**src/rtl/temp_alarm_monitor.sv**
```systemverilog
// temp_alarm_monitor
//
// Consumer end of the temperature sensor interface. Accepted samples go into a
// power-of-two circular window whose running sum gives a moving average. A
// debounced threshold state machine with hysteresis watches that average and
// drives the alarm.
//
// Ports:
//   clk        system clock, all logic on the rising edge
//   reset      synchronous active-high reset, overrides every other input
//   in_valid   temp holds a valid sample this cycle
//   temp       temperature sample
//   avg        registered moving average of the last 2^AVG_LOG2 samples
//   avg_valid  window has filled since reset (sticky until reset)
//   avg_upd    one-cycle pulse, avg was loaded at the previous edge
//   state      00 IDLE, 01 NORMAL, 10 PENDING, 11 ALARM
//   alarm      high exactly when state is ALARM
//   min_temp   (TEMP_STATS_EN only) smallest raw sample since reset
//   max_temp   (TEMP_STATS_EN only) largest raw sample since reset
//
// Optional feature macro: TEMP_STATS_EN adds the min_temp/max_temp outputs.

module temp_alarm_monitor #(
    parameter int WIDTH       = 8,
    parameter int AVG_LOG2    = 2,
    parameter int HIGH_THRESH = 200,
    parameter int LOW_THRESH  = 180,
    parameter int DEBOUNCE    = 3
) (
    input  logic             clk,
    input  logic             reset,
    input  logic             in_valid,
    input  logic [WIDTH-1:0] temp,
    output logic [WIDTH-1:0] avg,
    output logic             avg_valid,
    output logic             avg_upd,
    output logic [1:0]       state,
`ifdef TEMP_STATS_EN
    output logic [WIDTH-1:0] min_temp,
    output logic [WIDTH-1:0] max_temp,
`endif
    output logic             alarm
);

    localparam int DEPTH = 1 << AVG_LOG2;
    localparam int SUMW  = WIDTH + AVG_LOG2;
    localparam logic [AVG_LOG2:0]  FILL_FULL = (AVG_LOG2 + 1)'(DEPTH);
    localparam logic [AVG_LOG2:0]  FILL_LAST = (AVG_LOG2 + 1)'(DEPTH - 1);
    localparam logic [3:0]         DEB       = 4'(DEBOUNCE);
    localparam logic [WIDTH-1:0]   HI        = WIDTH'(HIGH_THRESH);
    localparam logic [WIDTH-1:0]   LO        = WIDTH'(LOW_THRESH);

    typedef enum logic [1:0] {
        IDLE    = 2'b00,
        NORMAL  = 2'b01,
        PENDING = 2'b10,
        ALARM   = 2'b11
    } state_t;

    logic [WIDTH-1:0]    buf_q [DEPTH];
    logic [WIDTH-1:0]    buf_d [DEPTH];
    logic [AVG_LOG2-1:0] wr_ptr_q, wr_ptr_d;
    logic [AVG_LOG2:0]   fill_q, fill_d;
    logic [SUMW-1:0]     sum_q, sum_d, sum_next;
    logic [WIDTH-1:0]    avg_q, avg_d;
    logic                avg_valid_q, avg_valid_d;
    logic                avg_upd_q, avg_upd_d;
    logic [3:0]          cnt_q, cnt_d;
    state_t              state_q, state_d;
    logic                alarm_q, alarm_d;
    logic                hot, cool;
`ifdef TEMP_STATS_EN
    logic [WIDTH-1:0]    min_q, min_d, max_q, max_d;
`endif

    // The oldest entry is always part of the sum, so subtracting it after the
    // add can never underflow and the result fits in WIDTH+AVG_LOG2 bits.
    assign sum_next = sum_q + SUMW'(temp) - SUMW'(buf_q[wr_ptr_q]);
    assign hot      = (avg_q >= HI);
    assign cool     = (avg_q <= LO);

    // Next-state logic for the window datapath and the threshold FSM. The FSM
    // only looks at avg on the cycle after it was reloaded, so each average is
    // judged exactly once.
    always_comb begin
        buf_d       = buf_q;
        wr_ptr_d    = wr_ptr_q;
        fill_d      = fill_q;
        sum_d       = sum_q;
        avg_d       = avg_q;
        avg_valid_d = avg_valid_q;
        avg_upd_d   = in_valid;
        cnt_d       = cnt_q;
        state_d     = state_q;
`ifdef TEMP_STATS_EN
        min_d       = min_q;
        max_d       = max_q;
`endif

        if (in_valid) begin
            buf_d[wr_ptr_q] = temp;
            wr_ptr_d        = wr_ptr_q + 1'b1;
            sum_d           = sum_next;
            avg_d           = WIDTH'(sum_next >> AVG_LOG2);
            if (fill_q != FILL_FULL) begin
                fill_d = fill_q + 1'b1;
            end
            if (fill_q == FILL_LAST) begin
                avg_valid_d = 1'b1;
            end
`ifdef TEMP_STATS_EN
            if (temp < min_q) min_d = temp;
            if (temp > max_q) max_d = temp;
`endif
        end

        if (avg_upd_q) begin
            case (state_q)
                // IDLE behaves like NORMAL as soon as the window is full, so
                // a window that fills already hot can go straight to PENDING.
                IDLE, NORMAL: begin
                    if (state_q == NORMAL || avg_valid_q) begin
                        if (hot) begin
                            cnt_d   = 4'd1;
                            state_d = (DEBOUNCE == 1) ? ALARM : PENDING;
                        end else begin
                            state_d = NORMAL;
                        end
                    end
                end
                PENDING: begin
                    if (hot) begin
                        cnt_d = cnt_q + 4'd1;
                        if (cnt_q + 4'd1 == DEB) begin
                            state_d = ALARM;
                        end
                    end else begin
                        cnt_d   = 4'd0;
                        state_d = NORMAL;
                    end
                end
                // Hysteresis: only a clearly cool average drops the alarm.
                ALARM: begin
                    if (cool) begin
                        cnt_d   = 4'd0;
                        state_d = NORMAL;
                    end
                end
                default: state_d = IDLE;
            endcase
        end

        alarm_d = (state_d == ALARM);
    end

    // All state in one register bank; reset wins over any sample in flight.
    always_ff @(posedge clk) begin
        if (reset) begin
            for (int i = 0; i < DEPTH; i++) begin
                buf_q[i] <= '0;
            end
            wr_ptr_q    <= '0;
            fill_q      <= '0;
            sum_q       <= '0;
            avg_q       <= '0;
            avg_valid_q <= 1'b0;
            avg_upd_q   <= 1'b0;
            cnt_q       <= 4'd0;
            state_q     <= IDLE;
            alarm_q     <= 1'b0;
`ifdef TEMP_STATS_EN
            min_q       <= '1;
            max_q       <= '0;
`endif
        end else begin
            buf_q       <= buf_d;
            wr_ptr_q    <= wr_ptr_d;
            fill_q      <= fill_d;
            sum_q       <= sum_d;
            avg_q       <= avg_d;
            avg_valid_q <= avg_valid_d;
            avg_upd_q   <= avg_upd_d;
            cnt_q       <= cnt_d;
            state_q     <= state_d;
            alarm_q     <= alarm_d;
`ifdef TEMP_STATS_EN
            min_q       <= min_d;
            max_q       <= max_d;
`endif
        end
    end

    assign avg       = avg_q;
    assign avg_valid = avg_valid_q;
    assign avg_upd   = avg_upd_q;
    assign state     = state_q;
    assign alarm     = alarm_q;
`ifdef TEMP_STATS_EN
    assign min_temp  = min_q;
    assign max_temp  = max_q;
`endif

endmodule

```
**config.mk**
```make
export PLATFORM = sky130hd
export DESIGN_NAME = temp_alarm_monitor
export DESIGN_NICKNAME = d
export VERILOG_FILES = /design/src/rtl/temp_alarm_monitor.sv
export SDC_FILE = /design/constraint.sdc
export NUM_CORES = 1
export LEC_CHECK = 0
export CORE_MARGIN = 5
export CORE_UTILIZATION = 61
export CTS_BUF_LIST = sky130_fd_sc_hd__clkbuf_8
export DETAILED_ROUTE_END_ITERATION = 16
export GPL_TIMING_DRIVEN = 1
export HOLD_SLACK_MARGIN = 0.1
export PLACE_DENSITY = 0.87
export SLEW_MARGIN = 20
export SYNTH_ARGS = -nofsm -noshare
export SYNTH_HDL_FRONTEND = slang
export SYNTH_SLANG_ARGS = --single-unit
```
**constraint.sdc**
```tcl
create_clock -name clk -period 3.4 [get_ports clk]
set_clock_uncertainty 0.1 [all_clocks]
set_input_delay 0.51 -clock clk [delete_from_list [all_inputs] [get_ports clk]]
set_output_delay 0.51 -clock clk [all_outputs]
set_load 0.05 [all_outputs]
```
# ---- After elaboration in Yosys (flattened, before gate mapping)
# Index checks and enable logic that the tools add are counted.
dict set report word_totals {
  register_bits 64
  input_bits 11
  elab_cells 58
}
dict set report op_classes {
  add_sub_neg 5
  n_lt_le_gt_ge 4
  eq_ne 10
  muxes 18
  bitwise_logic 1
  reduce_logical 7
}
# operator n
set ops {}
lappend ops {{bitwise mux 32 bit} 1}
lappend ops {{2-to-1 mux 8 bit} 3}
lappend ops {{binary-select mux 8 bit (select 2 bit)} 1}
lappend ops {{demux 8 bit (select 2 bit)} 1}
lappend ops {{2-to-1 mux 4 bit} 4}
lappend ops {{2-to-1 mux 2 bit} 6}
lappend ops {{case mux 4 bit (3 select lines)} 1}
lappend ops {{adder 10 x 8 -> 10 bit} 1}
lappend ops {{subtractor 10 x 8 -> 10 bit} 1}
lappend ops {{greater-or-equal comparator 8 bit (second input constant)} 1}
lappend ops {{<= comparator 8 bit (second input constant)} 1}
lappend ops {{== test 2 bit (second input constant)} 3}
lappend ops {{!= test 2 bit (second input constant)} 3}
lappend ops {{case mux 2 bit (3 select lines)} 1}
lappend ops {{adder 4 x 1 -> 4 bit (second input constant)} 1}
lappend ops {{== test 4 x 2 -> 1 bit (second input constant)} 1}
lappend ops {{AND reduction 2 bit} 2}
lappend ops {{AND reduction 4 bit} 1}
lappend ops {{adder 3 x 1 -> 3 bit (second input constant)} 1}
lappend ops {{== test 3 x 2 -> 1 bit (second input constant)} 1}
lappend ops {{greater-or-equal comparator 3 bit (second input constant)} 1}
lappend ops {{less-than comparator 3 x 1 -> 1 bit (second input constant)} 1}
lappend ops {{!= test 3 bit (second input constant)} 1}
lappend ops {{NOT 2 -> 3 bit} 1}
lappend ops {{other kinds (6)} 6}

# ---- Depth between registers and ports, before layout
# Gate-level depths: netlist of the first run.
dict set report depth {
  depth_word 7
  depth_mapped 12
  ltp_nobuf 11
}

# ---- Worst setup path after synthesis of the first run
# No wires, ideal clock.
dict set report synth_path {
  kind {register to register}
  startpoint {reg wr_ptr_q[0]}
  endpoint {reg sum_q[8]}
  setup_ns 0.122
  arrival_ns 2.892
  slack_ns 0.286
  stages_incl_launch_ff 11
  cell_sequence {dfxtp_1 -> buf_2 -> mux4_2 -> fa_1 -> inv_1 -> ha_1 -> and3_1 -> a21oi_2 -> a31oi_1 -> nor4b_2 -> a311o_1}
}
dict set report synth_between {
  elab_chain_len 5
}
# item line_no
set synth_rtl {}
lappend synth_rtl {{start, declared} 62} ;# logic [AVG_LOG2-1:0] wr_ptr_q, wr_ptr_d;
lappend synth_rtl {{start signal, assigned} 177} ;# wr_ptr_q <= wr_ptr_d;
lappend synth_rtl {{NOT 2 -> 3 bit (implied by the code)} 78} ;# assign sum_next = sum_q + SUMW'(temp) - SUMW'(buf_q[wr_ptr_q]);
lappend synth_rtl {{binary-select mux 8 bit (select 2 bit)} 78}
lappend synth_rtl {{2-to-1 mux 8 bit (implied by the code) (2 in a row)} 78}
lappend synth_rtl {{subtractor 10 x 8 -> 10 bit} 78}
lappend synth_rtl {{end signal, assigned} 179} ;# sum_q <= sum_d;
lappend synth_rtl {{end, declared} 64} ;# logic [SUMW-1:0] sum_q, sum_d, sum_next;
# Every way passes these cells. The select of a mux whose other input is x is not followed.
# A chain may end at the register's enable or synchronous reset.

# ---- Final worst setup path of the first run
# Same ends and word-level chain as after synthesis.

==> results.py, run 1 <==
metrics = {
    "yosys": {
        "synth_warnings": 0,
        "synth_commonest_cells": "dfxtp_1, inv_1, nand2_1",
        "syn_area_um2": 3250,
        "yosysSeqAreaShare_pct": 34.5,
        "synth.most_common_cell": "dfxtp_1",
        "synth_top_area_share_pct": 34.5,
        "yosys.area.top_type": "dfxtp_1",
        "synth_seq_cells": 56,
        "synthFlopType": "dfxtp_1",
        "synth.area.top_cells": "dfxtp_1, ha_1, a21oi_1, nand3_1, mux4_2",
        "ys_types": 53,
        "syn_inst": 382,
        "synth-edff-count": 0,
        "syn-num-nets": 422,
        "synthArstFlopShare_pct": 0,
        "syn-mean-instance-area_um2": 8.51,
    },
    "clock_network": {
        "cts.path.max_buffers": 2,
        "ctsRootBufferMaster": "clkbuf_8",
        "clkSinkCount": 56,
        "cts_resized": 0,
        "cts.clk_slew.worst_paths_ns": 0.10,
        "postCtsSetupRepairBufs": 0,
        "numCtsBuffers": 5,
        "cts_tree": "yes",
        "cts-hold-fix-buffers": 0,
        "htree_levels": 2,
        "insertion_delay_ns": 0.31,
    },
    "sta": {
        "worst_slack_ns": 0.159,
        "max_freq_ghz": 0.309,
        "finalSetupTns_ns": 0,
        "drv_slew": 0,
        "tightestPinTransition_ns": 0.588,
        "setup_viol": 0,
        "fin_crit_sh_pct": 95.3,
        "slew-limit-headroom_pct": 60.8,
        "rsz0062_at_grt": "false",
        "min_period_ns": 3.24,
        "hold_violations": 0,
    },
    "route": {
        "routed_wl_mm": 7.15,
        "drc_errors": 0,
        "dr.pass1.iters": 6,
        "drt_iter0_markers": 181,
        "post_drt_via_cell_ratio": 5.92,
        "drt.antenna.violating_nets": 0,
        "wl_per_cell_um": 15.4,
        "dr_total_vias": 2739,
    },
    "power": {
        "seqPwrFrac_pct": 35.4,
        "p_int_mw": 1.31,
        "pwr_density_cell_nw_per_um2": 635,
        "pwr-share-comb_pct": 48.2,
        "peakVddDrop_mv": 0.377,
        "switching_share_pct": 42.1,
        "pwr-share-clk_pct": 16.4,
        "p_switching_uw": 951,
        "leakagePower_nw": 1.39,
        "p_total_mw": 2.26,
    },
    "global_route": {
        "antenna_found_initial": 0,
        "grt_pass1_wl_mm": 12.0,
        "grt_start_max_net_pins": 38,
        "grt_overflow_total": 0,
        "grt_usage_pct": 21.1,
        "grt_pass1_vias": 2608,
    },
    "cells_and_area": {
        "n_fill_cell": 447,
        "nets": 432,
        "fin_cells": 463,
        "area_delta_synth_final_pct": 9.35,
        "final-seq-area_um2": 1120,
        "multiInputGateArea_um2": 1810,
        "post-route-util_pct": 69.2,
        "antenna_cells": 0,
        "drive_gt1_share_pct": 9.67,
    },
    "place": {
        "dp_cells": 455,
        "place_ws_ns": 0.0578,
        "io_buffer_count": 23,
        "gp_congestion": 0.838,
        "dp_hpwl_mm": 5.23,
    },
    "flow_run": {
        "maxCapViolCount": 0,
    },
    "worst_setup_path": {
        "critPathLaunchType": "register",
        "cp.arrival_ns": 3.35,
        "crit_fanout": 10,
        "cp.required_ns": 3.51,
        "endpoint_kind": "register",
        "worstSetupPathType": "register to register",
    },
    "die": {
        "num_io_pins": 24,
        "die_height_um": 83.0,
        "fp-row-count": 26,
        "initial_utilization_pct": 63.3,
        "core_um2": 5140,
        "dieArea_um2": 6890,
        "fp.dieW_um": 83.0,
    },
    "min_path": {
        "min_path_type": "register to register",
    },
    "outcome": {
        "status": "completed",
    },
}
-- area by class of cell --
| cell class | count | share of cell area [%] |
|---|---|---|
| clock buffer | 5 | 1.94 |
| sequential | 56 | 31.5 |
| clock inverter | 3 | 0.633 |
| inverter | 47 | 4.96 |
| multi-input combinational | 252 | 50.8 |
| timing repair buffer | 30 | 7.67 |
| tap | 70 | 2.46 |
-- worst max-delay path, cell delays in order (launching register included) --
cell	delay [ns]
dfxtp_1	0.35
buf_4	0.21
mux4_2	0.54
fa_1	0.49
inv_1	0.04
ha_1	0.38
and3_1	0.23
a21oi_2	0.16
a31oi_1	0.13
nor4b_2	0.18
a311o_1	0.33
-- cell usage in the layout (no fill, tap or decap), types with 5 or more instances in the layout --
cell and count:
a21oi_1 43, inv_1 46, fa_1 8, nor3_1 7, ha_1 21, buf_4 7, nand2_1 46, clkbuf_8 5
dfxtp_1 56, clkdlybuf4s50_1 21, nor2_1 18, nand3_1 40, mux4_2 8
-- stage by stage --
| step | hold slack, ns | cell area (um^2) |
|---|---|---|
| finish | 0.359 | 3560 |
| global route | 0.387 | 3560 |
| CTS | 0.361 | 3560 |
| detailed placement | 0.347 | 3460 |
| global placement | 0.339 | 3460 |
| floorplan | 0.333 | 3250 |
-- power groups by stage --
| stage | clock (mW) | combinational, mW | sequential [mW] |
|---|---|---|---|
| detailed placement | 0 | 1.07 | 0.813 |
| floorplan | 0 | 0.873 | 0.794 |
| CTS | 0.379 | 1.08 | 0.798 |
| finish | 0.370 | 1.09 | 0.799 |
| global placement | 0 | 1.03 | 0.809 |
| global route | 0.415 | 1.18 | 0.810 |
-- per-layer routing --
metal	up-vias	global-route usage (%)	share of wire [%]	routed length, um
met4	0	8.47	2.3	161
met2	122	34.5	48	3450
met5	-	0	0	0
met3	21	4.36	6.8	483
li1	1315	-	-	-
met1	1281	27.1	43	3050
-- cell families (layout without fill, tap and decap cells) --
group | count (synthesis) | after routing | share of synthesized area, %
AO/OA/AOI/OAI | 75 | 75 | 15.2
XOR/XNOR | 5 | 5 | 1.35
adder cells (fa/ha/maj) | 29 | 29 | 13.0
buffers and inverters | 74 | 85 | 9.97
flip-flops | 56 | 56 | 34.5
multiplexers | 12 | 12 | 6.77
AND/OR/NAND/NOR | 131 | 131 | 19.3
-- state kept, by name, summed over array words and instances, names as in the netlist --
register   count
alarm          1
wr_ptr_q       2
avg_valid      1
avg_upd        1
sum_q         10
cnt_q          4
state          2
buf_q         32
fill_q         3
-- final timing paths --
path,startpoint,to,slack [ns],cells past startpoint
max,wr_ptr_q[0],sum_q[8],0.16,10
min,buf_q[30],buf_q[30],0.36,2
max reg2reg,wr_ptr_q[0],sum_q[8],0.16,10
min reg2reg,buf_q[30],buf_q[30],0.36,2
(Power assumes the default switching activity.)
==> inputs of run 2 (changes only) <==
--- a/config.mk
+++ b/config.mk
@@ -5,12 +5,12 @@
 export SDC_FILE = /design/constraint.sdc
 export NUM_CORES = 1
 export LEC_CHECK = 0
+export CORE_ASPECT_RATIO = 0.7
 export CORE_MARGIN = 5
 export CORE_UTILIZATION = 61
 export CTS_BUF_LIST = sky130_fd_sc_hd__clkbuf_8
 export DETAILED_ROUTE_END_ITERATION = 16
 export GPL_TIMING_DRIVEN = 1
-export HOLD_SLACK_MARGIN = 0.1
 export PLACE_DENSITY = 0.87
 export SLEW_MARGIN = 20
 export SYNTH_ARGS = -nofsm -noshare
==> results.py, run 2 (synthesized netlist as in run 1, its figures left out) <==
metrics = {
    "flow_run": {
        "maxCapViolCount": 0,
    },
    "global_route": {
        "grt_pass1_wl_mm": 12.4,
        "grt_start_max_net_pins": 34,
        "grt_pass1_vias": 2556,
        "grt_usage_pct": 22.3,
        "grt_overflow_total": 0,
        "antenna_found_initial": 0,
    },
    "clock_network": {
        "insertion_delay_ns": 0.33,
        "cts-hold-fix-buffers": 0,
        "htree_levels": 2,
        "cts.clk_slew.worst_paths_ns": 0.10,
        "cts_tree": "yes",
        "ctsRootBufferMaster": "clkbuf_8",
        "cts.path.max_buffers": 2,
        "postCtsSetupRepairBufs": 0,
        "numCtsBuffers": 5,
        "clkSinkCount": 56,
    },
    "route": {
        "met3_length_um": 550,
        "wl_met1_mm": 3.50,
        "routed.top_layer": "met4",
        "dr_total_vias": 2746,
        "dr.pass1.iters": 6,
        "route.met2.wl_mm": 3.34,
        "routed_wl_mm": 7.52,
        "drt.antenna.violating_nets": 0,
        "drt_iter0_markers": 333,
        "post_drt_via_cell_ratio": 5.87,
        "drc_errors": 0,
        "wl_per_cell_um": 16.1,
    },
    "worst_setup_path": {
        "cpMaxStageDelayCell": "mux4_2",
        "cp_cell_sequence": "mux4_2 -> fa_1 -> inv_1 -> ha_1 -> a21oi_1 -> o2111ai_2 -> a41oi_1 -> xor2_1 -> o22ai_1",
        "r2r_slack_ns": 0.18,
        "crit_end": "sum_q[9]",
        "endpoint_kind": "register",
        "crit_fanout": 5,
        "critical_path_buf_inv_count": 1,
        "cp.depth": 9,
        "critPathTopFamily": "compound AO/OA/AOI/OAI gates",
        "r2r_cells": 9,
        "worstSetupPathType": "register to register",
        "max_stage_delay_ns": 0.56,
        "regToRegEndpoint": "sum_q[9]",
        "setup.worst_path.start": "wr_ptr_q[1]",
        "critPathLaunchType": "register",
        "cp.arrival_ns": 3.32,
        "cp.required_ns": 3.51,
        "r2r_start": "wr_ptr_q[1]",
    },
    "power": {
        "pwr_density_cell_nw_per_um2": 669,
        "p_int_mw": 1.43,
        "pwr-share-comb_pct": 46.6,
        "leakagePower_nw": 1.42,
        "switching_share_pct": 41.1,
        "p_switching_uw": 995,
        "peakVddDrop_mv": 0.276,
        "p_total_mw": 2.42,
        "seqPwrFrac_pct": 33.5,
        "pwr-share-clk_pct": 19.9,
    },
    "die": {
        "fp.dieW_um": 97.3,
        "num_io_pins": 24,
        "initial_utilization_pct": 62.5,
        "core_um2": 5200,
        "dieArea_um2": 6910,
        "die_height_um": 71.1,
        "fp-row-count": 22,
    },
    "sta": {
        "drv_slew": 0,
        "setup_viol": 0,
        "rsz0062_at_grt": "false",
        "slew-limit-headroom_pct": 57.4,
        "tightestPinTransition_ns": 0.639,
        "min_period_ns": 3.22,
        "max_freq_ghz": 0.311,
        "fin_crit_sh_pct": 94.6,
        "finalSetupTns_ns": 0,
        "hold_violations": 0,
    },
    "cells_and_area": {
        "area_delta_synth_final_pct": 11.2,
        "fin_area_um2": 3620,
        "regMostFlops": "buf_q",
        "final_common_cell": "dfxtp_1",
        "drive_gt1_share_pct": 10.6,
        "largest_register_ffs": 32,
        "final_cell_mix": "dfxtp_1, inv_1, nand2_1",
        "n_fill_cell": 390,
        "largestRegisters": "buf_q (32), sum_q (10), cnt_q (4)",
        "antenna_cells": 0,
        "final-seq-area_um2": 1120,
        "multiInputGateArea_um2": 1810,
        "nets": 435,
    },
    "place": {
        "io_buffer_count": 23,
        "dp_hpwl_mm": 5.46,
        "gp_congestion": 0.937,
        "placed_cell_area_um2": 3490,
    },
    "outcome": {
        "status": "completed",
    },
    "min_path": {
        "min_path_type": "register to register",
    },
}
[run 2: cell types whose count changed in the layout (fill, tap and decap cells not counted)]
cell       delta
clkbuf_8      +2
clkinv_4      -1
bufinv_16     +1
dfxtp_1       -1
dfxtp_2       +1
clkinv_2      -1
inv_6         -1
buf_4         +3
[run 2: power groups by stage]
stage	registers [mW]	clock network [mW]	logic (mW)
finish	0.812	0.482	1.13
global route	0.822	0.511	1.22
CTS	0.810	0.486	1.11
detailed placement	0.824	0	1.10
global placement	0.821	0	1.05
floorplan	0.794	0	0.873
[run 2: final cells by class]
class | instances | area share (%)
clock buffers | 7 | 2.66
clock inverters | 1 | 0.830
inverters | 47 | 4.88
multi-input cells | 252 | 49.9
flip-flops and latches | 56 | 31.0
well taps | 72 | 2.49
repair buffers | 33 | 8.16
[run 2: worst reg2reg max path, cell delays in order, from the launching register on]
cell and delay (ns):
dfxtp_1 0.50, mux4_2 0.56, fa_1 0.55, inv_1 0.07
ha_1 0.30, a21oi_1 0.24, o2111ai_2 0.20, a41oi_1 0.31
xor2_1 0.17, o22ai_1 0.11
[run 2: stage by stage]
| stage | util (%) | std cells | setup slack, ns | hold WS (ns) |
|---|---|---|---|---|
| after floorplan | - | 382 | 0.286 | 0.333 |
| after global placement | 67.1 | 460 | 0.170 | 0.338 |
| after detailed placement | 67.1 | 460 | 0.0339 | 0.346 |
| after CTS | 69.5 | 468 | 0.123 | 0.360 |
| after global routing | 69.5 | 468 | 0.0187 | 0.376 |
| final | 69.5 | 468 | 0.185 | 0.361 |
[run 2: layer usage]
layer | global-route usage (%) | vias to the layer above
met2 | 32.3 | 118
li1 | - | 1318
met3 | 4.43 | 12
met4 | 9.22 | 0
met1 | 32.5 | 1298
met5 | 0 | -
[run 2: worst min-delay path by stage]
stage                   start        end  slack, ns  cells past startpoint
floorplan           buf_q[10]  buf_q[10]       0.33                      2
global placement     buf_q[8]   buf_q[8]       0.34                      2
detailed placement  buf_q[16]  buf_q[16]       0.35                      2
CTS                 buf_q[16]  buf_q[16]       0.36                      2
global route        buf_q[23]  buf_q[23]       0.38                      2
finish              buf_q[23]  buf_q[23]       0.36                      2
[run 2: what timing repair did]
item	4_1_cts	5_1_grt
hold endpoints to repair	0	0
resized for setup	0	1
endpoints found under the setup margin	0	2
